`config.mk`:
```
export PLATFORM = sky130hd
export DESIGN_NAME = intr_ctrl
export DESIGN_NICKNAME = d
export VERILOG_FILES = /design/src/rtl/intr_pkg.sv /design/src/rtl/intr_prio_enc.sv /design/src/rtl/intr_ctrl.sv
export SDC_FILE = /design/constraint.sdc
export NUM_CORES = 1
export LEC_CHECK = 0
export ABC_AREA = 1
export CORE_ASPECT_RATIO = 0.6
export CORE_UTILIZATION = 45
export DETAILED_ROUTE_END_ITERATION = 10
export DONT_BUFFER_PORTS = 1
export GPL_TIMING_DRIVEN = 0
export PLACE_DENSITY_LB_ADDON = 0.25
export SYNTH_ARGS = -nofsm -noshare
export SYNTH_HDL_FRONTEND = slang
export SYNTH_SLANG_ARGS = --single-unit
```
`constraint.sdc`:
```
create_clock -name clk -period 4.44 [get_ports clk]
set_input_delay 0.666 -clock clk [delete_from_list [all_inputs] [get_ports clk]]
set_output_delay 0.666 -clock clk [all_outputs]
set_load 0.02 [all_outputs]
```
`src/rtl/intr_pkg.sv`:
```
// Shared definitions for the interrupt controller: FSM encoding and sizing constants.
package intr_pkg;
  localparam int NUM_SRC_MAX = 16;
  localparam int VEC_STRIDE  = 4;
  localparam int ID_W        = $clog2(NUM_SRC_MAX);

  typedef enum logic [1:0] {
    IDLE   = 2'd0,
    REQ    = 2'd1,
    ACTIVE = 2'd2
  } intr_state_t;
endpackage

```
`src/rtl/intr_prio_enc.sv`:
```
// Fixed-priority encoder: reports whether any bit is set and the lowest set index.
module intr_prio_enc
  import intr_pkg::*;
#(
  parameter int WIDTH = 8
) (
  input  logic [WIDTH-1:0] vec,
  output logic             valid,
  output logic [ID_W-1:0]  index
);

  always_comb begin
    valid = |vec;
    index = '0;
    // Scan downward so the lowest set bit is the last one written.
    for (int i = WIDTH - 1; i >= 0; i--) begin
      if (vec[i]) index = ID_W'(i);
    end
  end

endmodule

```
`src/rtl/intr_ctrl.sv`:
```
// Level-edge interrupt controller with fixed-priority arbitration and vectoring.
// Optional one-level preemption is compiled in when INTR_NEST_EN is defined.
module intr_ctrl
  import intr_pkg::*;
#(
  parameter int NUM_SRC    = 8,
  parameter int VEC_STRIDE = intr_pkg::VEC_STRIDE
) (
  input  logic               clk,
  input  logic               rst,
  input  logic [NUM_SRC-1:0] irq_i,
  input  logic               mask_we_i,
  input  logic [NUM_SRC-1:0] mask_wdata_i,
  input  logic               gie_i,
  input  logic [31:0]        vec_base_i,
  input  logic               irq_ack_i,
  input  logic               irq_ret_i,
  output logic               irq_req_o,
  output logic [3:0]         irq_id_o,
  output logic [31:0]        irq_vec_o,
  output logic               irq_active_o,
  output logic [NUM_SRC-1:0] pending_o
);

  intr_state_t        state_reg, state_next;
  logic [ID_W-1:0]    id_reg, id_next;
  logic [NUM_SRC-1:0] pending_reg, mask_reg, irq_prev_reg;
  logic [NUM_SRC-1:0] rise, enabled, id_onehot, clr_mask;
  logic               enc_valid, id_enabled, ack_fire;
  logic [ID_W-1:0]    enc_index, ack_id, id_out;
  logic               req_out;

  assign rise    = irq_i & ~irq_prev_reg;
  assign enabled = pending_reg & mask_reg;

  intr_prio_enc #(.WIDTH(NUM_SRC)) u_prio_enc (
    .vec   (enabled),
    .valid (enc_valid),
    .index (enc_index)
  );

  generate
    for (genvar gi = 0; gi < NUM_SRC; gi++) begin : g_src
      assign id_onehot[gi] = (id_reg == ID_W'(gi));
      assign clr_mask[gi]  = ack_fire && (ack_id == ID_W'(gi));
    end
  endgenerate

  assign id_enabled = |(id_onehot & mask_reg);

`ifdef INTR_NEST_EN
  logic               pre_req_reg, pre_req_next;
  logic [ID_W-1:0]    pre_id_reg, pre_id_next;
  logic [ID_W-1:0]    save_reg, save_next;
  logic               nested_reg, nested_next;
  logic [NUM_SRC-1:0] pre_onehot;
  logic               pre_enabled;

  generate
    for (genvar gi = 0; gi < NUM_SRC; gi++) begin : g_pre
      assign pre_onehot[gi] = (pre_id_reg == ID_W'(gi));
    end
  endgenerate

  assign pre_enabled = |(pre_onehot & mask_reg);
  assign req_out     = (state_reg == REQ) || pre_req_reg;
  assign id_out      = pre_req_reg ? pre_id_reg : id_reg;
`else
  assign req_out = (state_reg == REQ);
  assign id_out  = id_reg;
`endif

  always_comb begin
    state_next = state_reg;
    id_next    = id_reg;
    ack_fire   = 1'b0;
    ack_id     = id_reg;
`ifdef INTR_NEST_EN
    pre_req_next = pre_req_reg;
    pre_id_next  = pre_id_reg;
    save_next    = save_reg;
    nested_next  = nested_reg;
`endif
    case (state_reg)
      IDLE: begin
        if (gie_i && enc_valid) begin
          state_next = REQ;
          id_next    = enc_index;
        end
      end
      REQ: begin
        // An accepted request takes precedence over a same-cycle abort.
        if (irq_ack_i) begin
          ack_fire   = 1'b1;
          state_next = ACTIVE;
        end else if (!gie_i || !id_enabled) begin
          state_next = IDLE;
        end
      end
      ACTIVE: begin
`ifdef INTR_NEST_EN
        if (irq_ret_i) begin
          pre_req_next = 1'b0;
          if (nested_reg) begin
            id_next     = save_reg;
            nested_next = 1'b0;
          end else begin
            state_next = IDLE;
          end
        end else if (pre_req_reg) begin
          if (irq_ack_i) begin
            ack_fire     = 1'b1;
            ack_id       = pre_id_reg;
            save_next    = id_reg;
            id_next      = pre_id_reg;
            nested_next  = 1'b1;
            pre_req_next = 1'b0;
          end else if (!gie_i || !pre_enabled) begin
            pre_req_next = 1'b0;
          end
        end else if (!nested_reg && gie_i && enc_valid && (enc_index < id_reg)) begin
          pre_req_next = 1'b1;
          pre_id_next  = enc_index;
        end
`else
        if (irq_ret_i) state_next = IDLE;
`endif
      end
      default: state_next = IDLE;
    endcase
  end

  always_ff @(posedge clk or posedge rst) begin
    if (rst) begin
      state_reg    <= IDLE;
      id_reg       <= '0;
      pending_reg  <= '0;
      mask_reg     <= '0;
      irq_prev_reg <= '0;
`ifdef INTR_NEST_EN
      pre_req_reg  <= 1'b0;
      pre_id_reg   <= '0;
      save_reg     <= '0;
      nested_reg   <= 1'b0;
`endif
    end else begin
      state_reg    <= state_next;
      id_reg       <= id_next;
      // A fresh edge on the acknowledged source keeps its pending bit set.
      pending_reg  <= (pending_reg & ~clr_mask) | rise;
      irq_prev_reg <= irq_i;
      if (mask_we_i) mask_reg <= mask_wdata_i;
`ifdef INTR_NEST_EN
      pre_req_reg  <= pre_req_next;
      pre_id_reg   <= pre_id_next;
      save_reg     <= save_next;
      nested_reg   <= nested_next;
`endif
    end
  end

  assign irq_req_o    = req_out;
  assign irq_id_o     = id_out;
  assign irq_vec_o    = vec_base_i + ({{(32 - ID_W){1'b0}}, id_out} * 32'(VEC_STRIDE));
  assign irq_active_o = (state_reg == ACTIVE);
  assign pending_o    = pending_reg;

endmodule

```
==> flow_metrics.tcl <==
set metrics [dict create \
    ys_seq_area_share_pct 32.8 \
    synth_seq_cells 29 \
    maxCapViolCount 0 \
    layout_min_cycle_time_ns 3.35 \
    setup_slack_ns 1.09 \
    cpMaxStageDelayCell "dfrtp_1" \
    skew_ns 0.00219 \
    cts.clk_slew.worst_paths_ns 0.06 \
    min_path_type "input port to flip-flop" \
    drt.antenna.violating_nets 0 \
    die_w_um 92.5 \
    drv_slew 0 \
    post-place-ws_ns 1.41 \
    grt_pass1_vias 1830 \
    cts_repair_resize_count 0 \
    period_share_pct 75.4 \
    postCtsSetupRepairBufs 0 \
    grt_pass1_wl_um 9160 \
    fp.dieArea_mm2 0.00521 \
    cp_top_family "buffers and inverters" \
    dr.pass1.iters 5 \
    rows 19 \
    synthTopCellsByArea "dfrtp_1 (33%), nand2_1 (17%), inv_1 (7.0%), o21ai_0 (5.9%), nor2_1 (5.6%)" \
    max_stage_delay_ns 0.49 \
    portBuffers 0 \
    start_kind "flip-flop" \
    vias_per_cell 5.32 \
    peakVddDrop_mv 0.244 \
    cts_root_buf "clkbuf_8" \
    io_pins 100 \
    vias 2073 \
    worstMarginPinSlew_ns 1.11 \
    whs_path_depth 0 \
    die-height_um 56.3 \
    worstSetupPathType "flip-flop to output port" \
    layout-drive-gt1-share_pct 10.4 \
    syn_to_final_growth_pct 7.47 \
    synth.avg_cell_area_um2 6.91 \
    insertion_delay_ns 0.27 \
    wl_um 5890 \
    overflow 0 \
    cp-end-kind "output port" \
    dpl.hpwl_um 4900 \
    gp_congestion 0.976 \
    grt_start_max_net_pins 30 \
    yosys_warnings 0 \
    htreeDepth 2 \
    antenna_cells 0 \
    synth_nets 378 \
    r2r_cells 8 \
    setup_viol 0 \
    wl_per_cell_um 15.1 \
    clock_sinks 29 \
    start_util_pct 47.7 \
    finalCoreUtilization_pct 51.3 \
    rsz0062_at_grt "false" \
    hold_viol_final 0 \
    drc 0 \
    core_mm2 0.00464 \
    max_freq_ghz 0.299 \
    required_ns 3.77 \
    crit_path_frequent_cell "nand2_1" \
    synth.top_cell.area_share_pct 32.8 \
    cp.arrival_ns 2.68 \
    cp_max_fo 9 \
    antenna_found_initial 0 \
    clock_path_buffers 2 \
    crit_cells 11 \
    first_iter_violations 166 \
    cts_tree "built" \
    setup_tns_ns 0 \
    grtUsageTotal_pct 23.5 \
    syn_inst 320 \
    syn_area_mm2 0.00221 \
    p_leak_uw 0.00114 \
    cp_cell_sequence "buf_2 > inv_1 > fa_1 > inv_1 > nand2_1 > nand2_1 > nand2_2 > inv_2 > nand2_1 > nor2_1 > xor2_1" \
    synth_cell_type_count 31 \
    p_per_area_mw_per_mm2 389 \
    cts_hold_buf 0 \
    numCtsBuffers 5 \
    synth_top_area_cell "dfrtp_1" \
    status "completed" \
    path_buf_inv 4 \
    layout.nets 385 \
    maxSlewHeadroom_pct 26.2 \
]
## synth_stat cells, drive strengths merged
cell type / number
conb: 1
nor2: 39
mux2: 4
o21ai: 27
nand3: 15
a21oi: 1
nand2: 107
o31ai: 1
o21bai: 1
dfrtp: 29
xor2: 12
inv: 43
xnor2: 5
nand3b: 10
nor3: 5
nand4: 9
clkbuf: 1
ha: 3
buf: 5
and3b: 1
fa: 1
## worst paths after layout
path	startpoint	endpoint	slack (ns)
worst max register to register	irq_id_o[1]	state_reg[0]	2.78
max in group asynchronous	rst	state_reg[1]	3.21
worst min-delay path	irq_i[7]	irq_prev_reg[7]	0.42
min in group asynchronous	rst	irq_prev_reg[4]	0.56
worst min register to register	irq_prev_reg[1]	pending_o[1]	0.42
worst max-delay path	irq_id_o[1]	irq_vec_o[18]	1.09
## area by class of cell
class / count / area, µm²
Multi-Input combinational cell: 242 / 1290
Clock buffer: 7 / 86.3
Tap cell: 63 / 78.8
Sequential cell: 29 / 726
Buffer: 6 / 36.3
Inverter: 43 / 161
Fill cell: 476 / 2260
## cells in the final DEF (no fill, tap or decap), types with 3 or more instances in the layout
cell type,count
nand2_1,102
inv_1,41
nor2_1,33
dfrtp_1,29
o21ai_0,26
nand3_1,13
xor2_1,12
nand3b_1,10
nand4_1,9
clkbuf_8,6
xnor2_1,5
nand2_2,4
mux2_2,4
nor2_2,3
nor2_4,3
ha_1,3
buf_4,3
## through the flow
step | hold WS, ns | area (µm²) | instances | power, µW
final | 0.416 | 2380 | 390 | 924
after global routing | 0.398 | 2380 | 390 | 992
after CTS | 0.406 | 2380 | 390 | 928
after detailed placement | 0.411 | 2290 | 383 | 710
after global placement | 0.403 | 2290 | 383 | 705
after floorplan | 0.400 | 2210 | 320 | 638
## layer usage
layer	vias up	global-route usage [%]	share of wire, %
met5	-	0	0
li1	1020	-	-
met2	132	26.7	34
met3	4	9.62	15
met4	0	3.35	0.17
met1	917	39.4	50
## power by group
| part | internal (µW) | switching [µW] | total (µW) |
|---|---|---|---|
| sequential | 303 | 66.5 | 369 |
| clock | 123 | 92.2 | 215 |
| combinational | 94.8 | 245 | 340 |
| total | 520 | 404 | 924 |
## worst reg2reg max path: stages (launching register included)
cell	delay [ns]
dfrtp_1	0.49
buf_2	0.26
inv_1	0.18
nand3_1	0.15
o21ai_0	0.10
nor2_1	0.19
nand2_1	0.08
nand2_1	0.06
nand2_1	0.04
## cells by family after synthesis
group	count (synthesis)	synth area share, %
AND/OR/NAND/NOR	186	39.7
buffers and inverters	49	8.94
AO/OA/AOI/OAI	30	7.01
flip-flops	29	32.8
XOR/XNOR	17	6.73
adder cells (fa/ha/maj)	4	2.60
multiplexers	4	2.04
other	1	0.170
Power figures use the tool's default switching activity.
